**src/rtl/vector_bitwise_sequencer_if.sv**
```systemverilog
// Bus between the bitwise sequencer and its environment: command issue,
// register-file read/write ports and the shared bitwise datapath.
// master = environment side, slave = sequencer side.
interface vector_bitwise_sequencer_if #(
   parameter int VLEN   = 4096,
   parameter int ELEN   = 32,
   parameter int BEAT_W = 256
);
   localparam int NUM_BEATS = VLEN / BEAT_W;
   localparam int VL_W      = $clog2(VLEN / 8) + 1;
   localparam int BI_W      = (NUM_BEATS > 1) ? $clog2(NUM_BEATS) : 1;
   localparam int BE_W      = BEAT_W / 8;

   // command issue
   logic              cmd_valid;
   logic              cmd_ready;
   logic [4:0]        cmd_op;
   logic [1:0]        cmd_sew;
   logic [VL_W-1:0]   cmd_vl;
   logic [4:0]        cmd_vs1;
   logic [4:0]        cmd_vs2;
   logic [4:0]        cmd_vd;
   logic              cmd_use_scalar;
   logic [ELEN-1:0]   cmd_scalar;
   logic              stall;

   // register-file read port
   logic              rf_rd_en;
   logic [4:0]        rf_rd_addr1;
   logic [4:0]        rf_rd_addr2;
   logic [BI_W-1:0]   rf_rd_beat;
   logic [BEAT_W-1:0] rf_rd_data1;
   logic [BEAT_W-1:0] rf_rd_data2;

   // shared datapath
   logic [BEAT_W-1:0] dp_a;
   logic [BEAT_W-1:0] dp_b;
   logic [4:0]        dp_op;
   logic [1:0]        dp_sew;
   logic [BEAT_W-1:0] dp_result;

   // register-file write port
   logic              rf_wr_en;
   logic [4:0]        rf_wr_addr;
   logic [BI_W-1:0]   rf_wr_beat;
   logic [BEAT_W-1:0] rf_wr_data;
   logic [BE_W-1:0]   rf_wr_be;

   // status
   logic              busy;
   logic              done;

   modport master (
      output cmd_valid, cmd_op, cmd_sew, cmd_vl, cmd_vs1, cmd_vs2, cmd_vd,
             cmd_use_scalar, cmd_scalar, stall, rf_rd_data1, rf_rd_data2, dp_result,
      input  cmd_ready, rf_rd_en, rf_rd_addr1, rf_rd_addr2, rf_rd_beat,
             dp_a, dp_b, dp_op, dp_sew, rf_wr_en, rf_wr_addr, rf_wr_beat,
             rf_wr_data, rf_wr_be, busy, done
   );

   modport slave (
      input  cmd_valid, cmd_op, cmd_sew, cmd_vl, cmd_vs1, cmd_vs2, cmd_vd,
             cmd_use_scalar, cmd_scalar, stall, rf_rd_data1, rf_rd_data2, dp_result,
      output cmd_ready, rf_rd_en, rf_rd_addr1, rf_rd_addr2, rf_rd_beat,
             dp_a, dp_b, dp_op, dp_sew, rf_wr_en, rf_wr_addr, rf_wr_beat,
             rf_wr_data, rf_wr_be, busy, done
   );
endinterface

```
**src/rtl/vector_bitwise_sequencer.sv**
```systemverilog
// Streams one vector bitwise/min-max instruction through the shared
// datapath a beat per cycle: read both sources, feed the datapath one cycle
// later, write the result back with tail byte-enables derived from vl.

// One byte lane of a beat: scalar-splat byte select and tail byte-enable.
module vbs_byte_lane #(
   parameter int LANE = 0,
   parameter int BE_W = 32,
   parameter int BI_W = 4,
   parameter int VL_W = 10
) (
   input  logic [1:0]      sew,
   input  logic [63:0]     scalar64,
   input  logic [BI_W-1:0] beat,
   input  logic [VL_W-1:0] vl_bytes,
   output logic [7:0]      splat_byte,
   output logic            be
);
   localparam logic [2:0] POS = 3'(LANE % 8);

   logic [2:0] sel;

   // byte within the element this lane falls in, and whether it is live
   always_comb begin
      sel = '0;
      unique case (sew)
         2'd0:    sel = 3'd0;
         2'd1:    sel = {2'b00, POS[0]};
         2'd2:    sel = {1'b0, POS[1:0]};
         default: sel = POS;
      endcase
      splat_byte = scalar64[{sel, 3'b000} +: 8];
      be = (int'(beat) * BE_W + LANE) < int'(vl_bytes);
   end
endmodule

module vector_bitwise_sequencer #(
   parameter int VLEN   = 4096,
   parameter int ELEN   = 32,
   parameter int BEAT_W = 256
) (
   input  logic                           clk,
   input  logic                           reset,
   vector_bitwise_sequencer_if.slave      bus
);
   localparam int NUM_BEATS = VLEN / BEAT_W;
   localparam int VL_W      = $clog2(VLEN / 8) + 1;
   localparam int BI_W      = (NUM_BEATS > 1) ? $clog2(NUM_BEATS) : 1;
   localparam int BE_W      = BEAT_W / 8;

   typedef enum logic [1:0] {S_IDLE, S_RUN, S_DRAIN, S_DONE} state_t;

   state_t            state_q, state_d;
   logic [BI_W-1:0]   rd_ptr_q, rd_ptr_d;
   logic [BI_W-1:0]   last_beat_q, last_beat_d;
   logic              wr_vld_q, wr_vld_d;
   logic [BI_W-1:0]   wr_beat_q, wr_beat_d;
   logic [4:0]        op_q, op_d;
   logic [1:0]        sew_q, sew_d;
   logic [4:0]        vs1_q, vs1_d;
   logic [4:0]        vs2_q, vs2_d;
   logic [4:0]        vd_q, vd_d;
   logic [ELEN-1:0]   scalar_q, scalar_d;
   logic              use_scalar_q, use_scalar_d;
   // vl kept as a byte count: the tail test becomes a plain byte compare
   logic [VL_W-1:0]   vl_bytes_q, vl_bytes_d;

   logic              rd_en;
   logic [VL_W-1:0]   vl_max, vl_eff, vl_bytes_new;
   int                n_beats_new;

   // size the incoming command: clamp vl to one register, count beats
   always_comb begin
      vl_max       = VL_W'((VLEN / 8) >> bus.cmd_sew);
      vl_eff       = (bus.cmd_vl < vl_max) ? bus.cmd_vl : vl_max;
      vl_bytes_new = VL_W'(32'(vl_eff) << bus.cmd_sew);
      n_beats_new  = (int'(vl_bytes_new) + BE_W - 1) / BE_W;
   end

   // sequencing FSM: next state, read issue and command latching
   always_comb begin
      state_d      = state_q;
      rd_ptr_d     = rd_ptr_q;
      last_beat_d  = last_beat_q;
      op_d         = op_q;
      sew_d        = sew_q;
      vs1_d        = vs1_q;
      vs2_d        = vs2_q;
      vd_d         = vd_q;
      scalar_d     = scalar_q;
      use_scalar_d = use_scalar_q;
      vl_bytes_d   = vl_bytes_q;
      rd_en        = 1'b0;
      unique case (state_q)
         S_IDLE: begin
            if (bus.cmd_valid) begin
               op_d         = bus.cmd_op;
               sew_d        = bus.cmd_sew;
               vs1_d        = bus.cmd_vs1;
               vs2_d        = bus.cmd_vs2;
               vd_d         = bus.cmd_vd;
               scalar_d     = bus.cmd_scalar;
               use_scalar_d = bus.cmd_use_scalar;
               vl_bytes_d   = vl_bytes_new;
               rd_ptr_d     = '0;
               last_beat_d  = BI_W'(n_beats_new - 1);
               state_d      = (n_beats_new == 0) ? S_DONE : S_RUN;
            end
         end
         S_RUN: begin
            if (!bus.stall) begin
               rd_en = 1'b1;
               if (rd_ptr_q == last_beat_q) state_d = S_DRAIN;
               else rd_ptr_d = rd_ptr_q + BI_W'(1);
            end
         end
         // last read's write happens here via the write stage
         S_DRAIN: state_d = S_DONE;
         default: state_d = S_IDLE;
      endcase
   end

   // write stage is a one-cycle delayed copy of the read issue
   always_comb begin
      wr_vld_d  = rd_en;
      wr_beat_d = rd_ptr_q;
   end

   // state and command registers; reset drops any in-flight command
   always_ff @(posedge clk or posedge reset) begin
      if (reset) begin
         state_q      <= S_IDLE;
         rd_ptr_q     <= '0;
         last_beat_q  <= '0;
         wr_vld_q     <= 1'b0;
         wr_beat_q    <= '0;
         op_q         <= '0;
         sew_q        <= '0;
         vs1_q        <= '0;
         vs2_q        <= '0;
         vd_q         <= '0;
         scalar_q     <= '0;
         use_scalar_q <= 1'b0;
         vl_bytes_q   <= '0;
      end else begin
         state_q      <= state_d;
         rd_ptr_q     <= rd_ptr_d;
         last_beat_q  <= last_beat_d;
         wr_vld_q     <= wr_vld_d;
         wr_beat_q    <= wr_beat_d;
         op_q         <= op_d;
         sew_q        <= sew_d;
         vs1_q        <= vs1_d;
         vs2_q        <= vs2_d;
         vd_q         <= vd_d;
         scalar_q     <= scalar_d;
         use_scalar_q <= use_scalar_d;
         vl_bytes_q   <= vl_bytes_d;
      end
   end

   // 64-bit sign extension only shows through when SEW=64
   logic [63:0]           scalar64;
   logic [BE_W-1:0][7:0]  splat;
   logic [BE_W-1:0]       be_lane;

   assign scalar64 = 64'($signed(scalar_q));

   for (genvar g = 0; g < BE_W; g++) begin : g_lane
      vbs_byte_lane #(.LANE(g), .BE_W(BE_W), .BI_W(BI_W), .VL_W(VL_W)) u_lane (
         .sew        (sew_q),
         .scalar64   (scalar64),
         .beat       (wr_beat_q),
         .vl_bytes   (vl_bytes_q),
         .splat_byte (splat[g]),
         .be         (be_lane[g])
      );
   end

   // datapath operands only live during the write stage
   always_comb begin
      bus.dp_a = '0;
      bus.dp_b = '0;
      if (wr_vld_q) begin
         bus.dp_a = use_scalar_q ? splat : bus.rf_rd_data1;
         bus.dp_b = bus.rf_rd_data2;
      end
   end

   assign bus.cmd_ready   = (state_q == S_IDLE);
   assign bus.busy        = (state_q != S_IDLE);
   assign bus.done        = (state_q == S_DONE);
   assign bus.rf_rd_en    = rd_en;
   assign bus.rf_rd_addr1 = vs1_q;
   assign bus.rf_rd_addr2 = vs2_q;
   assign bus.rf_rd_beat  = rd_ptr_q;
   assign bus.dp_op       = op_q;
   assign bus.dp_sew      = sew_q;
   assign bus.rf_wr_en    = wr_vld_q;
   assign bus.rf_wr_addr  = vd_q;
   assign bus.rf_wr_beat  = wr_beat_q;
   assign bus.rf_wr_data  = wr_vld_q ? bus.dp_result : '0;
   assign bus.rf_wr_be    = wr_vld_q ? be_lane : '0;
endmodule

```
**src/flat_wrapper.sv**
```systemverilog
// flat-port wrapper written by rule: the top's interface ports become plain ports
module vector_bitwise_sequencer_flat 
#(
   parameter int VLEN   = 4096,
   parameter int ELEN   = 32,
   parameter int BEAT_W = 256
)
  (clk, reset, bus_cmd_valid, bus_cmd_op, bus_cmd_sew, bus_cmd_vl, bus_cmd_vs1, bus_cmd_vs2, bus_cmd_vd, bus_cmd_use_scalar, bus_cmd_scalar, bus_stall, bus_rf_rd_data1, bus_rf_rd_data2, bus_dp_result, bus_cmd_ready, bus_rf_rd_en, bus_rf_rd_addr1, bus_rf_rd_addr2, bus_rf_rd_beat, bus_dp_a, bus_dp_b, bus_dp_op, bus_dp_sew, bus_rf_wr_en, bus_rf_wr_addr, bus_rf_wr_beat, bus_rf_wr_data, bus_rf_wr_be, bus_busy, bus_done);
  vector_bitwise_sequencer_if #(.VLEN(VLEN), .ELEN(ELEN), .BEAT_W(BEAT_W)) bus_i ();
  input  logic clk;
  input  logic reset;
  input wire logic [$bits(bus_i.cmd_valid)-1:0] bus_cmd_valid;
  input wire logic [$bits(bus_i.cmd_op)-1:0] bus_cmd_op;
  input wire logic [$bits(bus_i.cmd_sew)-1:0] bus_cmd_sew;
  input wire logic [$bits(bus_i.cmd_vl)-1:0] bus_cmd_vl;
  input wire logic [$bits(bus_i.cmd_vs1)-1:0] bus_cmd_vs1;
  input wire logic [$bits(bus_i.cmd_vs2)-1:0] bus_cmd_vs2;
  input wire logic [$bits(bus_i.cmd_vd)-1:0] bus_cmd_vd;
  input wire logic [$bits(bus_i.cmd_use_scalar)-1:0] bus_cmd_use_scalar;
  input wire logic [$bits(bus_i.cmd_scalar)-1:0] bus_cmd_scalar;
  input wire logic [$bits(bus_i.stall)-1:0] bus_stall;
  input wire logic [$bits(bus_i.rf_rd_data1)-1:0] bus_rf_rd_data1;
  input wire logic [$bits(bus_i.rf_rd_data2)-1:0] bus_rf_rd_data2;
  input wire logic [$bits(bus_i.dp_result)-1:0] bus_dp_result;
  output wire logic [$bits(bus_i.cmd_ready)-1:0] bus_cmd_ready;
  output wire logic [$bits(bus_i.rf_rd_en)-1:0] bus_rf_rd_en;
  output wire logic [$bits(bus_i.rf_rd_addr1)-1:0] bus_rf_rd_addr1;
  output wire logic [$bits(bus_i.rf_rd_addr2)-1:0] bus_rf_rd_addr2;
  output wire logic [$bits(bus_i.rf_rd_beat)-1:0] bus_rf_rd_beat;
  output wire logic [$bits(bus_i.dp_a)-1:0] bus_dp_a;
  output wire logic [$bits(bus_i.dp_b)-1:0] bus_dp_b;
  output wire logic [$bits(bus_i.dp_op)-1:0] bus_dp_op;
  output wire logic [$bits(bus_i.dp_sew)-1:0] bus_dp_sew;
  output wire logic [$bits(bus_i.rf_wr_en)-1:0] bus_rf_wr_en;
  output wire logic [$bits(bus_i.rf_wr_addr)-1:0] bus_rf_wr_addr;
  output wire logic [$bits(bus_i.rf_wr_beat)-1:0] bus_rf_wr_beat;
  output wire logic [$bits(bus_i.rf_wr_data)-1:0] bus_rf_wr_data;
  output wire logic [$bits(bus_i.rf_wr_be)-1:0] bus_rf_wr_be;
  output wire logic [$bits(bus_i.busy)-1:0] bus_busy;
  output wire logic [$bits(bus_i.done)-1:0] bus_done;
  assign bus_i.cmd_valid = bus_cmd_valid;
  assign bus_i.cmd_op = bus_cmd_op;
  assign bus_i.cmd_sew = bus_cmd_sew;
  assign bus_i.cmd_vl = bus_cmd_vl;
  assign bus_i.cmd_vs1 = bus_cmd_vs1;
  assign bus_i.cmd_vs2 = bus_cmd_vs2;
  assign bus_i.cmd_vd = bus_cmd_vd;
  assign bus_i.cmd_use_scalar = bus_cmd_use_scalar;
  assign bus_i.cmd_scalar = bus_cmd_scalar;
  assign bus_i.stall = bus_stall;
  assign bus_i.rf_rd_data1 = bus_rf_rd_data1;
  assign bus_i.rf_rd_data2 = bus_rf_rd_data2;
  assign bus_i.dp_result = bus_dp_result;
  assign bus_cmd_ready = bus_i.cmd_ready;
  assign bus_rf_rd_en = bus_i.rf_rd_en;
  assign bus_rf_rd_addr1 = bus_i.rf_rd_addr1;
  assign bus_rf_rd_addr2 = bus_i.rf_rd_addr2;
  assign bus_rf_rd_beat = bus_i.rf_rd_beat;
  assign bus_dp_a = bus_i.dp_a;
  assign bus_dp_b = bus_i.dp_b;
  assign bus_dp_op = bus_i.dp_op;
  assign bus_dp_sew = bus_i.dp_sew;
  assign bus_rf_wr_en = bus_i.rf_wr_en;
  assign bus_rf_wr_addr = bus_i.rf_wr_addr;
  assign bus_rf_wr_beat = bus_i.rf_wr_beat;
  assign bus_rf_wr_data = bus_i.rf_wr_data;
  assign bus_rf_wr_be = bus_i.rf_wr_be;
  assign bus_busy = bus_i.busy;
  assign bus_done = bus_i.done;
  vector_bitwise_sequencer #(.VLEN(VLEN), .ELEN(ELEN), .BEAT_W(BEAT_W)) u_core (.clk(clk), .reset(reset), .bus(bus_i));
endmodule
```
**config.mk**
```make
export PLATFORM = sky130hd
export DESIGN_NAME = vector_bitwise_sequencer_flat
export DESIGN_NICKNAME = d
export VERILOG_FILES = /design/src/rtl/vector_bitwise_sequencer_if.sv /design/src/rtl/vector_bitwise_sequencer.sv /design/src/flat_wrapper.sv
export SDC_FILE = /design/constraint.sdc
export NUM_CORES = 1
export LEC_CHECK = 0
export BUFFER_PORTS_ARGS = -buffer_cell sky130_fd_sc_hd__buf_2
export CORE_AREA = 2 2 648 650
export CTS_BUF_LIST = sky130_fd_sc_hd__clkbuf_4 sky130_fd_sc_hd__clkbuf_8 sky130_fd_sc_hd__clkbuf_16
export DETAILED_ROUTE_END_ITERATION = 10
export DIE_AREA = 0 0 650 652
export PLACE_DENSITY = 0.3
export SYNTH_ARGS = -nofsm -noshare
export SYNTH_HDL_FRONTEND = slang
export SYNTH_SLANG_ARGS = --single-unit
```
**constraint.sdc**
```tcl
create_clock -name clk -period 2.65 [get_ports clk]
set_clock_uncertainty 0.15 [all_clocks]
set_input_delay 0.265 -clock clk [delete_from_list [all_inputs] [get_ports clk]]
set_output_delay 0.265 -clock clk [all_outputs]
set_load 0.02 [all_outputs]
```
# Word level (Yosys, flattened, before mapping)
# Cells that the tools add are included.
[op_classes]
n_addsub = 36
order_cmp = 33
n_eq_ne = 10
shift = 9
muxes = 24
bitwise = 1
reduce_logical = 12
[ops]
columns = ["op", "count"]
rows = [
  ["$mux 256", 4],
  ["$lt 10x10->1", 32],
  ["$shiftx 64x7->8", 4],
  ["$add 9x5->10 const B", 16],
  ["$shiftx 64x6->8", 2],
  ["$add 9x4->10 const B", 8],
  ["$shiftx 64x5->8", 1],
  ["$add 9x3->10 const B", 4],
  ["$add 32x1->32", 1],
  ["$logic_not 32->1", 1],
  ["$mux 32", 1],
  ["$sub 32x2->32 const B", 1],
  ["$add 9x2->10 const B", 2],
  ["$mux 4", 3],
  ["$pmux 3 s2", 2],
  ["$add 10x6->11 const B", 1],
  ["$add 9x1->10 const B", 1],
  ["$lt 9x10->1", 1],
  ["$mux 10", 1],
  ["$mux 2", 5],
  ["$shl 10x2->10", 1],
  ["$shr 10x2->10 const A", 1],
  ["$pmux 3 s3", 1],
  ["$pmux 4 s2", 1],
  ["20 further kinds", 30],
]
[word_totals]
regBits = 80
input_bits = 837
output_inout_bits = 835
word_cells = 138

# Longest topological paths before layout
# Gate-level depths: netlist of the first run.
[depth]
depth_word = 13
mapped_depth = 27
depth_no_buf = 22

# By module
# From an unflattened synthesis of the first run, not the netlist that was laid out.
[hier_totals]
cells_unflattened = 2584
hier_area_um2 = 20111.8
[by_module_without_submodules]
columns = ["mod", "instances", "cells_each", "area_each_um2", "seq_area_each_um2"]
rows = [
  ["vector_bitwise_sequencer", 1, 1570, 11751.3, 2001.9],
  ["vbs_byte_lane (u_core.g_lane[23].u_lane ...)", 2, 23, 297.8, 0.0],
  ["vbs_byte_lane (u_core.g_lane[19].u_lane ...)", 2, 40, 279.0, 0.0],
  ["vbs_byte_lane (u_core.g_lane[1].u_lane ...)", 2, 23, 214.0, 0.0],
  ["vbs_byte_lane (u_core.g_lane[26].u_lane ...)", 2, 25, 212.7, 0.0],
  ["vbs_byte_lane (u_core.g_lane[21].u_lane)", 1, 52, 406.6, 0.0],
  ["vbs_byte_lane (u_core.g_lane[5].u_lane)", 1, 52, 400.4, 0.0],
  ["vbs_byte_lane (u_core.g_lane[13].u_lane)", 1, 51, 399.1, 0.0],
  ["vbs_byte_lane (u_core.g_lane[29].u_lane)", 1, 50, 392.9, 0.0],
  ["vbs_byte_lane (u_core.g_lane[6].u_lane)", 1, 42, 305.3, 0.0],
  ["vbs_byte_lane (u_core.g_lane[14].u_lane)", 1, 42, 295.3, 0.0],
  ["vbs_byte_lane (u_core.g_lane[15].u_lane)", 1, 23, 295.3, 0.0],
  ["vbs_byte_lane (u_core.g_lane[30].u_lane)", 1, 42, 294.0, 0.0],
  ["vbs_byte_lane (u_core.g_lane[3].u_lane)", 1, 43, 289.0, 0.0],
  ["+15 rows", "--", "--", "--", "--"],
]

# Least setup slack after synthesis of the first run
# No wires, ideal clock.
[synth_timing]
path_type = "input to register"
from = "input bus_cmd_sew[1]"
to = "register u_core.state_q[1]"
setup_ns = 0.087
arrival_time_ns = 4.536
required_ns = 2.413
slack_ns = -2.123
stages = 27
n_path_buf = 5
cell_sequence = "buf_6 -> buf_6 -> buf_2 -> nor2_1 -> inv_1 -> ha_1 -> a21oi_1 -> a2bb2oi_2 -> buf_2 -> nand2_1 -> inv_1 -> ha_1 -> buf_1 -> and3_1 -> nand3_1 -> o2bb2a_2 -> nor2b_2 -> o21a_1 -> ha_1 -> ha_1 -> inv_1 -> ha_1 -> nand2_1 -> nor3_1 -> nand2_1 -> a221o_1 -> a211oi_2"
[synth_between]
elab_cells_between_ends = 13
cone_classes = "add/sub (3); order compare (1); shift (2); mux (4); bitwise (1); reduce/logical (2)"
[synth_rtl]
columns = ["item", "line_no", "text"]
rows = [
  ["from (decl)", "flat_wrapper.sv:14", "input wire logic [$bits(bus_i.cmd_sew)-1:0] bus_cmd_sew;"],
  ["$shr 10x2->10", "vector_bitwise_sequencer.sv:74", "vl_max = VL_W'((VLEN / 8) >> bus.cmd_sew);"],
  ["$lt 10x10->1", "vector_bitwise_sequencer.sv:75", "vl_eff = (bus.cmd_vl < vl_max) ? bus.cmd_vl : vl_max;"],
  ["$mux 10", "vector_bitwise_sequencer.sv:75", ""],
  ["$shl 10x2->10 (*)", "vector_bitwise_sequencer.sv:76", "vl_bytes_new = VL_W'(32'(vl_eff) << bus.cmd_sew);"],
  ["named net u_core.vl_bytes_new[5]", "vector_bitwise_sequencer.sv:69", "logic [VL_W-1:0] vl_max, vl_eff, vl_bytes_new;"],
  ["$add 10x6->11 (*)", "vector_bitwise_sequencer.sv:77", "n_beats_new = (int'(vl_bytes_new) + BE_W - 1) / BE_W;"],
  ["$sub 32x2->32 (*)", "vector_bitwise_sequencer.sv:77", ""],
  ["$and 1x1->1 (no line)", "--", ""],
  ["$add 32x1->32 (no line) (*)", "--", ""],
  ["$logic_not 32->1 (*)", "vector_bitwise_sequencer.sv:107", "state_d = (n_beats_new == 0) ? S_DONE : S_RUN;"],
  ["$mux 2 (*)", "vector_bitwise_sequencer.sv:107", ""],
  ["$mux 2 (*)", "vector_bitwise_sequencer.sv:96", "if (bus.cmd_valid) begin"],
  ["$pmux 2 s3 (*)", "vector_bitwise_sequencer.sv:94", "unique case (state_q)"],
  ["to (signal assigned)", "vector_bitwise_sequencer.sv:146", "state_q <= state_d;"],
  ["to (decl)", "vector_bitwise_sequencer.sv:53", "state_t state_q, state_d;"],
]
# Mark *: on every way through the listed nets, which the timed path passes. The rest lies on a longest branch. The select of a mux whose other input is x is not followed.
# A chain may end at the register's enable or synchronous reset.

# Final worst setup path of the first run
# Same ends and word-level chain as after synthesis.

==> results of run 1 <==
cell usage after synthesis (all sizes together) (4+ instances only):
library cell and count:
a211oi 4, a21boi 34, a21oi 37, a31oi 5, and2 525, buf 8
clkbuf 118, dfrtp 80, ha 21, inv 25, mux2 80, mux2i 15
nand2 90, nand2b 4, nand3 11, nor2 212, nor3 7, nor4 5
o21a 153, o21ai 46, or2 4, xor2 11
cells by family (layout without fill, tap and decap cells):
logic type	after synthesis	in the layout	share of synthesized area (%)
other cells	0	140	0
buf+inv	151	2052	5.31
xor+xnor	14	14	1.18
flops	80	80	18.2
compound gates	312	312	19.8
mux	97	97	10.2
simple gates	876	876	43.0
fa+ha+maj	21	21	2.38
through the flow:
step	setup TNS, ns	utilization [%]	hold WS, ns	total power (W)
floorplan	-5.37	-	0.232	0.0122
global placement	-7.57	7.13	0.0654	0.0282
detailed placement	-7.88	7.13	0.0613	0.0280
CTS	-36.46	7.94	0.0275	0.0332
global route	-24.03	8.17	0.0167	0.0352
finish	-11.11	8.23	0.0403	0.0331
repair_timing:
action,CTS,global route
hold endpoints to repair,86,0
hold buffers,52,0
gates resized for setup,524,206
setup buffers,49,28
gates cloned,10,2
endpoints found under the setup margin,370,282
pin swaps,69,62
flip-flops by register name, indices dropped and copies added, names as in the netlist:
signal,count
u_core.scalar_q,32
u_core.bus.dp_sew,2
u_core.bus.rf_wr_addr,5
u_core.bus.rf_rd_addr2,5
u_core.last_beat_q,4
u_core.vl_bytes_q,10
u_core.bus.rf_wr_en,1
u_core.bus.dp_op,5
u_core.bus.rf_rd_beat,4
u_core.use_scalar_q,1
u_core.state_q,2
u_core.bus.rf_rd_addr1,5
u_core.bus.rf_wr_beat,4
power breakdown:
part | internal [W] | switching [W]
Combinational | 0.0114 | 0.0180
Clock | 0.000660 | 0.000710
Sequential | 0.00182 | 0.000560
Total | 0.0138 | 0.0192
layout make-up:
cell class / count / area [sq um]
multi-input combinational: 1320 / 10100
timing repair buffer: 2011 / 14500
sequential: 80 / 2010
tap: 5497 / 6880
fill: 48998 / 382000
clock inverter: 7 / 61.3
clock buffer: 9 / 225
inverter: 25 / 109
antenna: 140 / 350
layer usage:
layer	up-vias	GRT usage, %	wire [um]
li1	9054	-	-
met1	9594	14.6	111000
met2	2047	28.8	173000
met3	995	12.5	59700
met4	134	1.43	8800
met5	-	0	960
worst max-delay path: cells and delay by family:
kind,cells,cell delay [ns]
AND/OR/NAND/NOR,7,0.73
buffers and inverters,4,0.44
AO/OA/AOI/OAI,7,1.49
adder cells (fa/ha/maj),5,0.82
final timing paths:
path,startpoint,end,slack (ns),depth (start not counted)
max reg2reg,u_core.state_q[0],u_core.state_q[1],0.35,9
min,bus_cmd_scalar[4],u_core.scalar_q[4],0.04,2
max in group asynchronous,reset,u_core.use_scalar_q,1.47,4
min in group asynchronous,reset,u_core.bus.rf_wr_addr[4],0.20,3
min reg2reg,u_core.vl_bytes_q[8],u_core.vl_bytes_q[8],0.34,2
max,bus_cmd_sew[1],u_core.state_q[1],-0.95,23
==> impl_metrics.json, run 1 <==
{
  "syn_area_sq_um": 11000,
  "max_slew_margin_pct": 54.2,
  "clk_pin_slew_ns": 0.07,
  "drc": 0,
  "gr-total-overflow": 0,
  "antenna_found_initial": 593,
  "p_leak_nw": 15.1,
  "area_growth_pct": 211,
  "cp_cell_sequence": "buf_8, buf_12, nand2_4, ha_4, a211oi_4, o2bb2ai_4, a211oi_2, buf_4, ha_4, and3_4, nand3_2, o2bb2a_4, nor2b_4, o21a_1, ha_4, ha_4, inv_4, ha_4, nand2_2, nor3_4, nand2_1, a221o_1, a211oi_2",
  "dieArea_sq_um": 424000,
  "synth_edf_count": 0,
  "boundaryPins": 1672,
  "ys.flop_type": "dfrtp_1",
  "maxCapViolCount": 0,
  "violations": "setup timing",
  "crit_type": "in -> reg",
  "endpoint_kind": "flip-flop",
  "post_drt_wl_per_cell_um": 38.9,
  "grt_pass1_vias": 20225,
  "fmax_mhz": 278,
  "cp.arrival_ns": 3.75,
  "cp_common_cell": "ha_4",
  "port_buffers": 1671,
  "fin_crit_sh_pct": 136,
  "drt_iter0_markers": 904,
  "status": "finished with violations",
  "ys_warn_count": 0,
  "grt_max_degree": 72,
  "core_sq_um": 416000,
  "fin_area_sq_um": 34200,
  "final_layout_size_suffix_gt1_share_pct": 66.5,
  "crit_required_ns": 2.80,
  "vias": 21824,
  "place_hpwl_um": 336000,
  "setup_viol": 85,
  "synth_top_area_share_pct": 29.8,
  "syn_avg_cell_area_sq_um": 7.11,
  "start_util_pct": 2.65,
  "clock_path_buffers": 2,
  "layout.cells.non_filler": 9089,
  "ant_nets": 0,
  "dpl_cell_area_sq_um": 29700,
  "viasPerCell": 2.40,
  "synth_nets": 2409,
  "grt_pass1_wl_um": 397000,
  "hold_violations": 0,
  "finalNetCount": 4305,
  "ir_drop_mv": 0.657,
  "gp_congestion": 0.913,
  "cpMaxStageDelayCell": "a211oi_4",
  "cpPeakStageDelay_ns": 0.36,
  "die_y_um": 652,
  "clkSinkCount": 80,
  "yosys-top-cells-area": "and2_1 30%, dfrtp_1 18%, o21a_1 10%",
  "final_cell_mix": "1396 x buf_2, 509 x and2_1, 222 x buf_4",
  "dp.cells": 8803,
  "grt_util_all_layers_pct": 16.0,
  "wl_um": 354000,
  "synth_cell_types": 69,
  "maxSlewViolCount": 0,
  "synth-seq-cells": 80,
  "rows": 237,
  "pre_cts_ws_ns": -1.66,
  "cts_buffers": 9,
  "htreeDepth": 3,
  "tightest_slew_ns": 0.682,
  "ys_seq_area_share_pct": 18.2,
  "hold_path_class": "in -> reg",
  "worst_setup_path_start_kind": "input port",
  "rsz0062_at_grt": "true",
  "cts_tree": "built",
  "clk_latency_ns": 0.39,
  "postLayoutSetupSlackWorst_ns": -0.945,
  "cp_max_fo": 3,
  "synthCells": 1551,
  "async_reset_ff_share_pct": 100,
  "synth_largest_area_cell": "and2_1",
  "die_x_um": 650,
  "drtPass1Iterations": 5,
  "cts_root_buf": "clkbuf_16",
  "cellPowerDensity_nw_per_um2": 966,
  "layout_commonest_cell": "buf_2",
  "fin_crit_ns": 3.60
}
Note: power is estimated with default switching activity, not from simulation.
==> run 2, diff against run 1 <==
--- a/config.mk
+++ b/config.mk
@@ -6,10 +6,10 @@
 export NUM_CORES = 1
 export LEC_CHECK = 0
 export BUFFER_PORTS_ARGS = -buffer_cell sky130_fd_sc_hd__buf_2
-export CORE_AREA = 2 2 648 650
+export CORE_AREA = 4 4 650 652
 export CTS_BUF_LIST = sky130_fd_sc_hd__clkbuf_4 sky130_fd_sc_hd__clkbuf_8 sky130_fd_sc_hd__clkbuf_16
 export DETAILED_ROUTE_END_ITERATION = 10
-export DIE_AREA = 0 0 650 652
+export DIE_AREA = 0 0 654 656
 export PLACE_DENSITY = 0.3
 export SYNTH_ARGS = -nofsm -noshare
 export SYNTH_HDL_FRONTEND = slang
==> impl_metrics.json, run 2 (synthesis results as in run 1) <==
{
  "gp_congestion": 0.903,
  "grt.busiest_layer": "met2",
  "dieArea_sq_um": 429000,
  "htreeDepth": 3,
  "viasPerCell": 2.43,
  "final_layout_size_suffix_gt1_share_pct": 66.6,
  "fin_crit_sh_pct": 138,
  "setup_viol": 124,
  "cts_tree": "built",
  "cp_max_fo": 6,
  "largest_registers": "u_core.scalar_q: 32 flops, u_core.vl_bytes_q: 10 flops",
  "antenna_found_initial": 577,
  "cp_common_cell": "ha_4",
  "cp.arrival_ns": 3.79,
  "rows": 237,
  "place_hpwl_um": 332000,
  "max_slew_margin_pct": 44.8,
  "cpPeakStageDelay_ns": 0.29,
  "switching_share_pct": 59.1,
  "tightest_slew_ns": 0.825,
  "crit_required_ns": 2.79,
  "postLayoutSetupSlackWorst_ns": -1.00,
  "cts_buffers": 9,
  "clk_pin_slew_ns": 0.07,
  "status": "finished with violations",
  "grtUsageMet3_pct": 13.6,
  "p_total_w": 0.0326,
  "pre_cts_ws_ns": -1.73,
  "largest_register": "u_core.scalar_q",
  "finalNetCount": 4278,
  "grt_pass1_wl_um": 395000,
  "p_switching_w": 0.0192,
  "largest_reg_flops": 32,
  "drt_iter0_markers": 1101,
  "seqCellArea_sq_um": 2010,
  "multi_input_area_sq_um": 10300,
  "cellPowerDensity_nw_per_um2": 965,
  "core_sq_um": 416000,
  "maxCapViolCount": 0,
  "violations": "setup timing",
  "vias": 21959,
  "power.share.clock_pct": 4.8,
  "wl_um": 352000,
  "internal-power_w": 0.0133,
  "crit_type": "in -> reg",
  "drc": 0,
  "cpMaxStageDelayCell": "a221o_1",
  "final_cell_mix": "1364 x buf_2, 515 x and2_1, 203 x buf_6",
  "boundaryPins": 1672,
  "port_buffers": 1671,
  "worst_setup_path_start_kind": "input port",
  "drtPass1Iterations": 4,
  "grt_pass1_vias": 20423,
  "maxSlewViolCount": 0,
  "die_x_um": 654,
  "comb_power_share_pct": 87.5,
  "p_leak_nw": 14.8,
  "hold_path_class": "in -> reg",
  "clkSinkCount": 80,
  "endpoint_kind": "flip-flop",
  "fin_crit_ns": 3.65,
  "area_growth_pct": 206,
  "ir_drop_mv": 0.590,
  "fmax_mhz": 274,
  "clock_path_buffers": 2,
  "power_frac_seq_pct": 7.7,
  "hold_slack_ns": 0.0412,
  "rsz0062_at_grt": "true",
  "met1_usage_pct": 13.4,
  "grt_util_met2_pct": 28.3,
  "hold_violations": 0,
  "post_drt_wl_per_cell_um": 38.9,
  "grt_util_all_layers_pct": 15.6,
  "cts_root_buf": "clkbuf_16",
  "start_util_pct": 2.65,
  "fillerInstances": 49263,
  "fin_area_sq_um": 33700,
  "layout_commonest_cell": "buf_2",
  "dpl_cell_area_sq_um": 28600,
  "grt_max_degree": 135,
  "fin_util_pct": 8.10,
  "ant_nets": 0,
  "die_y_um": 656,
  "gr-total-overflow": 0,
  "clk_latency_ns": 0.38
}
[run 2: area by class of cell]
cell class | count | area share (%)
diodes | 130 | 0.964
clock buffers | 9 | 0.668
clock inverters | 7 | 0.319
inverters | 25 | 0.312
multi-input cells | 1320 | 30.5
flip-flops and latches | 80 | 5.96
well taps | 5497 | 20.4
repair buffers | 1984 | 40.9
[run 2: through the flow]
step	TNS [ns]	cells
floorplan	-5.37	1551
global placement	-6.30	8791
detailed placement	-6.19	8791
CTS	-22.34	8900
global route	-25.37	8959
finish	-10.91	9052
[run 2: power by group through the flow]
| stage | Combinational, W | Clock, W | Sequential (W) |
|---|---|---|---|
| final | 0.0285 | 0.00156 | 0.00252 |
| after global routing | 0.0302 | 0.00168 | 0.00261 |
| after CTS | 0.0280 | 0.00164 | 0.00253 |
| after detailed placement | 0.0240 | 0 | 0.00252 |
| after global placement | 0.0241 | 0 | 0.00252 |
| after floorplan | 0.00975 | 0 | 0.00244 |
[run 2: what timing repair did]
action | CTS | global route
buffers inserted | 36 | 28
gates cloned | 6 | 1
setup endpoints to repair | 306 | 257
pin swaps | 104 | 32
hold endpoints to repair | 78 | 0
hold buffers | 54 | 0
resized for setup | 652 | 273
[run 2: path summary, 6_finish.rpt]
| check | endpoint | slack [ns] | startpoint | depth (start not counted) |
|---|---|---|---|---|
| setup / recovery | u_core.state_q[1] | -1.0 | bus_cmd_sew[1] | 25 |
| hold / removal | u_core.bus.rf_wr_en | 0.04 | bus_stall | 2 |
| setup reg to reg | u_core.state_q[1] | 0.22 | u_core.state_q[0] | 9 |
| hold reg to reg | u_core.bus.rf_rd_addr2[4] | 0.36 | u_core.bus.rf_rd_addr2[4] | 1 |
| max in group asynchronous | u_core.use_scalar_q | 1.20 | reset | 4 |
| min in group asynchronous | u_core.last_beat_q[0] | 0.40 | reset | 3 |
[run 2: critical path, delay by kind of cell]
kind | cells | cell delay (ns)
fa+ha+maj | 5 | 0.78
compound gates | 6 | 1.32
simple gates | 8 | 0.85
buf+inv | 6 | 0.57
[run 2: metal layers]
metal	vias to the layer above	part of all wire (%)	routed length, um
li1	8998	-	-
met1	9840	29	103000
met2	1947	49	174000
met3	1014	19	66500
met4	160	2.1	7360
met5	-	0.30	1040
